==> config.mk <==
export PLATFORM = sky130hd
export DESIGN_NAME = basic_uart_core
export DESIGN_NICKNAME = d
export VERILOG_FILES = /design/src/rtl/basic_uart_pkg.sv /design/src/rtl/basic_uart_rx.sv /design/src/rtl/basic_uart_tx.sv /design/src/rtl/basic_uart_core.sv
export SDC_FILE = /design/constraint.sdc
export NUM_CORES = 1
export LEC_CHECK = 0
export CORE_UTILIZATION = 52
export CTS_CLUSTER_DIAMETER = 100
export DETAILED_ROUTE_END_ITERATION = 7
export PLACE_DENSITY = 0.72
export SLEW_MARGIN = 20
export SYNTH_ARGS = -nofsm -noshare
export SYNTH_HDL_FRONTEND = slang
export SYNTH_HIERARCHICAL = 1
export SYNTH_SLANG_ARGS = --single-unit
==> constraint.sdc <==
create_clock -name sys_clk -period 7 [get_ports sys_clk]
set_clock_uncertainty 0.05 [all_clocks]
set_input_delay 1.05 -clock sys_clk [delete_from_list [all_inputs] [get_ports sys_clk]]
set_output_delay 1.05 -clock sys_clk [all_outputs]
set_load 0.01 [all_outputs]
==> src/rtl/basic_uart_pkg.sv <==
// Shared types and constants for the basic UART transmitter and receiver.
package basic_uart_pkg;

    localparam int unsigned DATA_BITS = 8;

    typedef enum logic [1:0] {
        IDLE,
        START,
        DATA,
        STOP
    } uart_state_t;

    function automatic logic [15:0] calc_divisor(input int unsigned clk_fre, input int unsigned baud_rate);
        return 16'(clk_fre / baud_rate);
    endfunction

endpackage

==> src/rtl/basic_uart_rx.sv <==
// UART receiver: synchronised line, mid-bit sampling, one checked stop bit.
module basic_uart_rx
    import basic_uart_pkg::*;
#(
    parameter logic [15:0] DIVISOR         = 16'd434,
    parameter logic        TRANS_BIT_ORDER = 1'b0
) (
    input  logic       sys_clk,
    input  logic       rst,
    input  logic       rx_dat_ser,
    output logic [7:0] rx_dat,
    output logic       rx_dat_ev
);

    localparam logic [15:0] HALF = DIVISOR >> 1;

    uart_state_t          state;
    logic [1:0]           sync;
    logic                 line;
    logic [15:0]          cnt;
    logic [2:0]           bit_cnt;
    logic [DATA_BITS-1:0] shift;
    logic                 frame_err;

    assign line = sync[1];

    always_ff @(posedge sys_clk) begin
        if (rst) begin
            sync      <= '1;
            state     <= IDLE;
            cnt       <= '0;
            bit_cnt   <= '0;
            shift     <= '0;
            frame_err <= 1'b0;
            rx_dat    <= '0;
            rx_dat_ev <= 1'b0;
        end else begin
            sync      <= {sync[0], rx_dat_ser};
            rx_dat_ev <= 1'b0;
            cnt       <= cnt + 16'd1;
            case (state)
                IDLE: begin
                    cnt <= '0;
                    if (!line) state <= START;
                end
                START: begin
                    if (cnt == HALF - 16'd1) begin
                        cnt     <= '0;
                        bit_cnt <= '0;
                        state   <= line ? IDLE : DATA;
                    end
                end
                DATA: begin
                    if (cnt == DIVISOR - 16'd1) begin
                        cnt     <= '0;
                        shift   <= TRANS_BIT_ORDER ? {shift[DATA_BITS-2:0], line}
                                                   : {line, shift[DATA_BITS-1:1]};
                        bit_cnt <= bit_cnt + 3'd1;
                        if (bit_cnt == 3'(DATA_BITS - 1)) state <= STOP;
                    end
                end
                STOP: begin
                    // After a framing error, hold here until the line returns high.
                    if (frame_err) begin
                        cnt <= '0;
                        if (line) begin
                            frame_err <= 1'b0;
                            state     <= IDLE;
                        end
                    end else if (cnt == DIVISOR - 16'd1) begin
                        cnt <= '0;
                        if (line) begin
                            rx_dat    <= shift;
                            rx_dat_ev <= 1'b1;
                            state     <= IDLE;
                        end else begin
                            frame_err <= 1'b1;
                        end
                    end
                end
                default: state <= IDLE;
            endcase
        end
    end

endmodule

==> src/rtl/basic_uart_tx.sv <==
// UART transmitter: start bit, 8 data bits in the configured order, 1 or 2 stop bits.
module basic_uart_tx
    import basic_uart_pkg::*;
#(
    parameter logic [15:0] DIVISOR            = 16'd434,
    parameter logic        TRANS_BIT_ORDER    = 1'b0,
    parameter logic [1:0]  TRANS_STOP_BIT_NUM = 2'd1
) (
    input  logic       sys_clk,
    input  logic       rst,
    input  logic [7:0] tx_dat,
    input  logic       tx_wr_ev,
    output logic       tx_ready,
    output logic       tx_dat_ser,
    output logic       tx_done_ev
);

    localparam logic [2:0] LAST_STOP = (TRANS_STOP_BIT_NUM >= 2'd2) ? 3'd1 : 3'd0;

    uart_state_t          state;
    logic [15:0]          baud_cnt;
    logic [2:0]           bit_cnt;
    logic [DATA_BITS-1:0] shift;
    logic                 bit_end;

    assign bit_end = (baud_cnt == DIVISOR - 16'd1);

    // tx_dat_ser is driven from the state of the previous cycle, so the
    // whole frame (and the done/ready edge) lags the state machine by one clock.
    always_ff @(posedge sys_clk) begin
        if (rst) begin
            state      <= IDLE;
            baud_cnt   <= '0;
            bit_cnt    <= '0;
            shift      <= '0;
            tx_ready   <= 1'b1;
            tx_dat_ser <= 1'b1;
            tx_done_ev <= 1'b0;
        end else begin
            tx_done_ev <= 1'b0;
            baud_cnt   <= (state == IDLE || bit_end) ? '0 : baud_cnt + 16'd1;
            case (state)
                IDLE: begin
                    tx_dat_ser <= 1'b1;
                    if (!tx_ready) begin
                        tx_ready   <= 1'b1;
                        tx_done_ev <= 1'b1;
                    end else if (tx_wr_ev) begin
                        shift    <= tx_dat;
                        tx_ready <= 1'b0;
                        state    <= START;
                    end
                end
                START: begin
                    tx_dat_ser <= 1'b0;
                    if (bit_end) begin
                        bit_cnt <= '0;
                        state   <= DATA;
                    end
                end
                DATA: begin
                    tx_dat_ser <= TRANS_BIT_ORDER ? shift[DATA_BITS-1] : shift[0];
                    if (bit_end) begin
                        shift <= TRANS_BIT_ORDER ? {shift[DATA_BITS-2:0], 1'b0}
                                                 : {1'b0, shift[DATA_BITS-1:1]};
                        if (bit_cnt == 3'(DATA_BITS - 1)) begin
                            bit_cnt <= '0;
                            state   <= STOP;
                        end else begin
                            bit_cnt <= bit_cnt + 3'd1;
                        end
                    end
                end
                STOP: begin
                    tx_dat_ser <= 1'b1;
                    if (bit_end) begin
                        if (bit_cnt == LAST_STOP) state <= IDLE;
                        else                      bit_cnt <= bit_cnt + 3'd1;
                    end
                end
                default: state <= IDLE;
            endcase
        end
    end

endmodule

==> src/rtl/basic_uart_core.sv <==
// Full-duplex 8N1/8N2 UART: independent receiver and transmitter on one clock.
module basic_uart_core
    import basic_uart_pkg::*;
#(
    parameter int unsigned CLK_FRE            = 50_000_000,
    parameter int unsigned BAUD_RATE          = 115200,
    parameter logic [15:0] DIVISOR            = calc_divisor(CLK_FRE, BAUD_RATE),
    parameter logic        TRANS_BIT_ORDER    = 1'b0,
    parameter logic [1:0]  TRANS_STOP_BIT_NUM = 2'd1
) (
    input  logic       sys_clk,
    input  logic       rst,
    input  logic       rx_dat_ser,
    output logic [7:0] rx_dat,
    output logic       rx_dat_ev,
    input  logic [7:0] tx_dat,
    input  logic       tx_wr_ev,
    output logic       tx_ready,
    output logic       tx_dat_ser,
    output logic       tx_done_ev
);

    basic_uart_rx #(
        .DIVISOR         (DIVISOR),
        .TRANS_BIT_ORDER (TRANS_BIT_ORDER)
    ) u_rx (
        .sys_clk    (sys_clk),
        .rst        (rst),
        .rx_dat_ser (rx_dat_ser),
        .rx_dat     (rx_dat),
        .rx_dat_ev  (rx_dat_ev)
    );

    basic_uart_tx #(
        .DIVISOR            (DIVISOR),
        .TRANS_BIT_ORDER    (TRANS_BIT_ORDER),
        .TRANS_STOP_BIT_NUM (TRANS_STOP_BIT_NUM)
    ) u_tx (
        .sys_clk    (sys_clk),
        .rst        (rst),
        .tx_dat     (tx_dat),
        .tx_wr_ev   (tx_wr_ev),
        .tx_ready   (tx_ready),
        .tx_dat_ser (tx_dat_ser),
        .tx_done_ev (tx_done_ev)
    );

endmodule

# [Word level (Yosys, flattened, before mapping)]
# Cells that the tools add are included.
[totals] ff_bits=73 inputBits=12 out_inout_bits=12 elab_cells=107
[classes] n_addsub=4 n_eq_ne=24 muxes=42 bitwise_logic=4 reduce_logical=18
[op_table] operator="$pmux 16 s4" count=1
[op_table] operator="$mux 16" count=3
[op_table] operator="$add 16x1->16 const B" count=2
[op_table] operator="$eq 16x9->1 const B" count=2
[op_table] operator="$mux 2" count=15
[op_table] operator="$mux 8" count=3
[op_table] operator="$mux 3" count=7
[op_table] operator="$ne 2x1->1 const B" count=9
[op_table] operator="$eq 16x8->1 const B" count=1
[op_table] operator="$pmux 2 s4" count=2
[op_table] operator="$pmux 8 s2" count=1
[op_table] operator="$reduce_and 5->1" count=2
[op_table] operator="$pmux 3 s3" count=1
[op_table] operator="$eq 2x2->1 const B" count=4
[op_table] operator="$reduce_and 4->1" count=2
[op_table] operator="$mux 1" count=7
[op_table] operator="$reduce_and 7->1" count=1
[op_table] operator="$add 3x1->3 const B" count=2
[op_table] operator="$eq 3x3->1 const B" count=2
[op_table] operator="$ne 2x2->1 const B" count=3
[op_table] operator="$pmux 3 s2" count=1
[op_table] operator="$reduce_or 2->1" count=3
[op_table] operator="$eq 2x1->1 const B" count=2
[op_table] operator="$logic_not 2->1" count=2
[op_table] operator="other kinds (10)" count=14

# [Longest topological paths before layout]
[depth] word_depth=4 mapped_depth=8 ltp_nobuf=6

# [Modules after synthesis]
# Netlist, hierarchy kept.
[modules_own_cells] mod="basic_uart_rx" n_inst=1 cells_per_inst=214 area_per_inst_um2=1913.1 seq_area_each_um2=820.8
[modules_own_cells] mod="basic_uart_tx" n_inst=1 cells_per_inst=185 area_per_inst_um2=1655.3 seq_area_each_um2=640.6

# [Worst setup path before layout]
# Ideal clock, no wire load.
[synth_timing] path_type="reg-to-reg" start="reg u_tx.baud_cnt[0]" end="reg u_tx.baud_cnt[4]" setup_ps=115 arrival_ps=2042 required_ps=6835 slack_ps=4793 path_stages_with_launch=8 n_path_buf=2 synth_period_minus_slack_ps=2207 path_cell_list="dfxtp_1 ha_1 or3b_2 or4_2 buf_2 nand3_4 buf_6 nor2_1"
[synth_via] elab_chain_len=3 elab_cells_between_ends=4 cone_classes="1 x add/sub; 1 x eq/ne; 2 x reduce/logical"
[synth_rtl] item="start: declaration" line="basic_uart_tx.sv:21" source="logic [15:0] baud_cnt;"
[synth_rtl] item="start signal: assignment" line="basic_uart_tx.sv:41" source="baud_cnt <= (state == IDLE || bit_end) ? '0 : baud_cnt + 16'd1;"
[synth_rtl] item="parallel branches: the longest is 3 deep, another holds $add 16x1->16"
# Parallel ways; which one is timed is not known.
# A chain may end at the register's enable or synchronous reset.

# [Final worst setup path]
[layout_timing] start="reg u_rx.cnt[11]" end="reg u_rx.cnt[2]"
[layout_via] elab_chain_len=4 elab_cells_between_ends=6 cone_classes="2 x eq/ne; 4 x mux"
[layout_rtl] item="start: declaration" line="basic_uart_rx.sv:20" source="logic [15:0] cnt;"
[layout_rtl] item="start signal: assignment" line="basic_uart_rx.sv:40" source="cnt <= cnt + 16'd1;"
[layout_rtl] item="$eq 16x9->1" line="basic_uart_rx.sv:54, basic_uart_rx.sv:70"
[layout_rtl] item="$mux 16" line="basic_uart_rx.sv:54, basic_uart_rx.sv:70"
[layout_rtl] item="$mux 16" line="basic_uart_rx.sv:64" source="if (frame_err) begin"
[layout_rtl] item="$pmux 16 s4 (*)" line="basic_uart_rx.sv:41" source="case (state)"
# Mark *: on every way between the ends. The rest lies on a longest branch, timed or not.

==> impl_metrics.py <==
metrics = {
    "run_status": {
        "outcome": "complete, no violations",
    },
    "critical_path": {
        "critPathLaunchType": "register",
        "ff2ff_path_depth": 4,
        "crit_chain": "nor4_2 -> nand4_1 -> a32oi_2 -> nor3_1",
        "crit_type": "reg2reg",
        "crit_fanout": 20,
        "rrSetupSlack_ns": 4.30,
        "cpPeakStageDelay_ns": 0.91,
        "slowest_stage": "a32oi_2",
        "reg2reg_to": "u_rx/cnt[2]",
        "worstPathRequired_ns": 7.15,
        "cp-end-kind": "register",
        "critical_path_arrival_ns": 2.85,
        "r2r_start": "u_rx/cnt[11]",
    },
    "cts": {
        "clk_latency_ns": 0.35,
        "cts.repair.resized": 0,
        "cts-root-buf": "clkbuf_8",
        "post_cts_buffers": 0,
        "postCtsHoldBufs": 0,
        "cts_buffer_depth": 2,
        "htree_levels": 3,
        "cts_num_sinks": 73,
        "clk_pin_slew_worst_paths_ns": 0.07,
        "cts_buffers": 9,
        "cts_tree": "built",
    },
    "placement": {
        "port_buffers": 23,
        "hpwl_um": 4589,
        "place.gp.congestion": 0.8339,
        "preCtsSetupSlack_ns": 4.276,
    },
    "cells_and_area": {
        "fill_cells": 576,
        "area_growth_pct": 9.257,
        "fin_util_pct": 60.03,
        "final_layout_size_suffix_gt1_share_pct": 8.831,
        "diodes": 0,
        "fin_nets": 441,
    },
    "logic_synthesis": {
        "post-synth-top-area-cell": "dfxtp_1",
        "synth_edf_count": 0,
        "synth.top_cell.area_share_pct": 40.95,
        "synth.distinct_cells": 60,
        "yosys-top-cells-count": "73 x dfxtp_1, 34 x nand3_1, 28 x a21oi_1, 26 x o21ai_0, 23 x nand2_1",
        "synth_fp_nets": 426,
        "synth_ff_type": "dfxtp_1",
        "synth.area.top_cells": "dfxtp_1 41%, ha_1 5.3%, nand3_1 4.8%",
        "synth_warnings": 6,
        "syn_inst": 399,
        "yosysMostFrequentCell": "dfxtp_1",
        "synth-seq-cells": 73,
        "avgSynthCellArea_um2": 8.943,
        "yosysSeqAreaShare_pct": 40.95,
        "ys_async_sr_fraction_pct": 0,
        "syn_area_um2": 3568,
    },
    "drt": {
        "ant_nets": 0,
        "drt_iter0_drc": 190,
        "wl_um": 6898,
        "vias": 2970,
        "first_pass_iters": 6,
        "routedWlPerCell_um": 13.91,
        "routed_via_density": 5.988,
        "drc_errors": 0,
    },
    "power": {
        "ir_drop_mv": 0.1539,
        "p_sw_uw": 303.7,
        "p_int_uw": 655.7,
        "p_seq_share_pct": 48.5,
        "p_leak_uw": 0.001249,
        "power_frac_clock_pct": 29.1,
        "switching_share_pct": 31.65,
        "p_comb_share_pct": 22.4,
        "power_density_nw_per_um2": 246.1,
    },
    "floorplanning": {
        "start_util_pct": 54.94,
        "die_h_um": 84.84,
        "dieArea_um2": 7198,
        "pin_count": 24,
        "core_um2": 6495,
        "rows": 29,
        "die_w_um": 84.84,
    },
    "worst_hold_path": {
        "hold_depth": 1,
        "min_path_type": "reg2reg",
        "hold_end": "u_rx/sync[1]",
        "min_from": "u_rx/sync[0]",
    },
    "sta": {
        "maxSlewHeadroom_pct": 23.73,
        "period_share_pct": 38.62,
        "setup_viol": 0,
        "setup_slack_ns": 4.296,
        "finalSetupTns_ns": 0,
        "fmax_mhz": 369.9,
        "finalHoldViolations": 0,
        "drv_slew": 0,
        "rsz0062_at_grt": "false",
        "worstMarginPinSlew_ns": 1.134,
        "period_needed_ns": 2.704,
    },
    "global_route": {
        "overflow": 0,
        "grt_max_degree": 55,
        "track_usage_pct": 20.66,
        "grt_pass1_vias": 2699,
        "antenna_found_initial": 0,
        "grt_pass1_wl_um": 11990,
    },
    "job": {
        "drv_cap": 0,
    },
}
[cells in the final DEF (no fill, tap or decap), types with 5 or more instances in the layout]
| master | count |
|---|---|
| xnor2_1 | 14 |
| a32oi_1 | 6 |
| or2_2 | 7 |
| nand3_1 | 34 |
| a21oi_1 | 28 |
| xor2_1 | 9 |
| nor3b_1 | 5 |
| ha_1 | 15 |
| nand2_1 | 23 |
| a31oi_1 | 8 |
| clkdlybuf4s50_1 | 22 |
| nor3_1 | 19 |
| nor2_1 | 19 |
| o21ai_0 | 26 |
| nand4_1 | 12 |
| clkbuf_8 | 9 |
| dfxtp_1 | 73 |
| nor4_1 | 5 |
| inv_1 | 20 |
[state kept, by name (all words and copies together) (netlist names), named ones only]
name             flops
u_rx/rx_dat          8
u_rx/sync            2
u_tx/tx_dat_ser      1
u_rx/state           1
u_rx/bit_cnt         3
u_tx/baud_cnt       16
u_rx/shift           8
u_tx/shift           8
u_tx/bit_cnt         3
u_tx/tx_done_ev      1
u_rx/frame_err       1
u_rx/cnt            16
u_tx/tx_ready        1
u_rx/rx_dat_ev       1
u_tx/state           2
[cell families (layout without fill, tap and decap cells)]
kind of cell    count (synthesis)  count (layout)  share of synthesized area [%]
simple gates                  157             157                          25.56
xor+xnor                       23              23                          5.645
flops                          73              73                          40.95
compound gates                 92              92                          16.34
fa+ha+maj                      15              15                          5.259
buf+inv                        39              59                          6.241
[layer usage]
metal | track usage, % | vias to the layer above | routed length (um)
met2 | 35.03 | 93 | 3300
met5 | 0 | - | 0
met3 | 4.767 | 11 | 301
li1 | - | 1500 | -
met1 | 25.26 | 1366 | 3189
met4 | 8.937 | 0 | 106
[final cells by class]
type                       instances  area [um2]  share of cell area [%]
clock buffer                      13       138.9                   3.562
clock inverter                     3       17.52                  0.4493
inverter                          20       75.07                   1.926
multi-input combinational        287        1884                   48.33
sequential                        73        1461                   37.48
tap                               77       96.34                   2.471
timing repair buffer              23       225.2                   5.777
[how the worst max path moves through the flow]
stage,startpoint,end,slack (ns)
2_1_floorplan,u_tx/baud_cnt[0],u_tx/baud_cnt[4],4.79
3_3_place_gp,rst,u_tx/baud_cnt[2],4.31
3_5_place_dp,u_rx/cnt[11],u_rx/cnt[2],4.28
4_1_cts,u_rx/cnt[11],u_rx/cnt[2],4.29
5_1_grt,u_rx/cnt[11],u_rx/cnt[2],4.04
6_report,u_rx/cnt[11],u_rx/cnt[2],4.30
[per-stage QoR]
step	area, um2	hold slack [ns]	std cells	total power, uW
4_1_cts	3899	0.4239	496	964.1
5_1_grt	3899	0.4339	496	1015
3_5_place_dp	3742	0.3873	480	685.6
2_1_floorplan	3568	0.3395	399	638.6
6_report	3899	0.4054	496	959.4
3_3_place_gp	3742	0.3928	480	680.8
[power by group through the flow]
| stage | Combinational [uW] | Sequential (uW) | Clock, uW |
|---|---|---|---|
| after floorplan | 167 | 471 | 0 |
| after global placement | 208 | 473 | 0 |
| after detailed placement | 211 | 474 | 0 |
| after CTS | 214 | 465 | 285 |
| after global routing | 240 | 469 | 307 |
| final | 215 | 465 | 279 |
[critical path: cells and delay by family (launching register included)]
kind | cells | cell delay [ns]
compound gates | 1 | 0.91
simple gates | 3 | 1.24
flops | 1 | 0.35
Note: power is estimated with default switching activity, not from simulation.
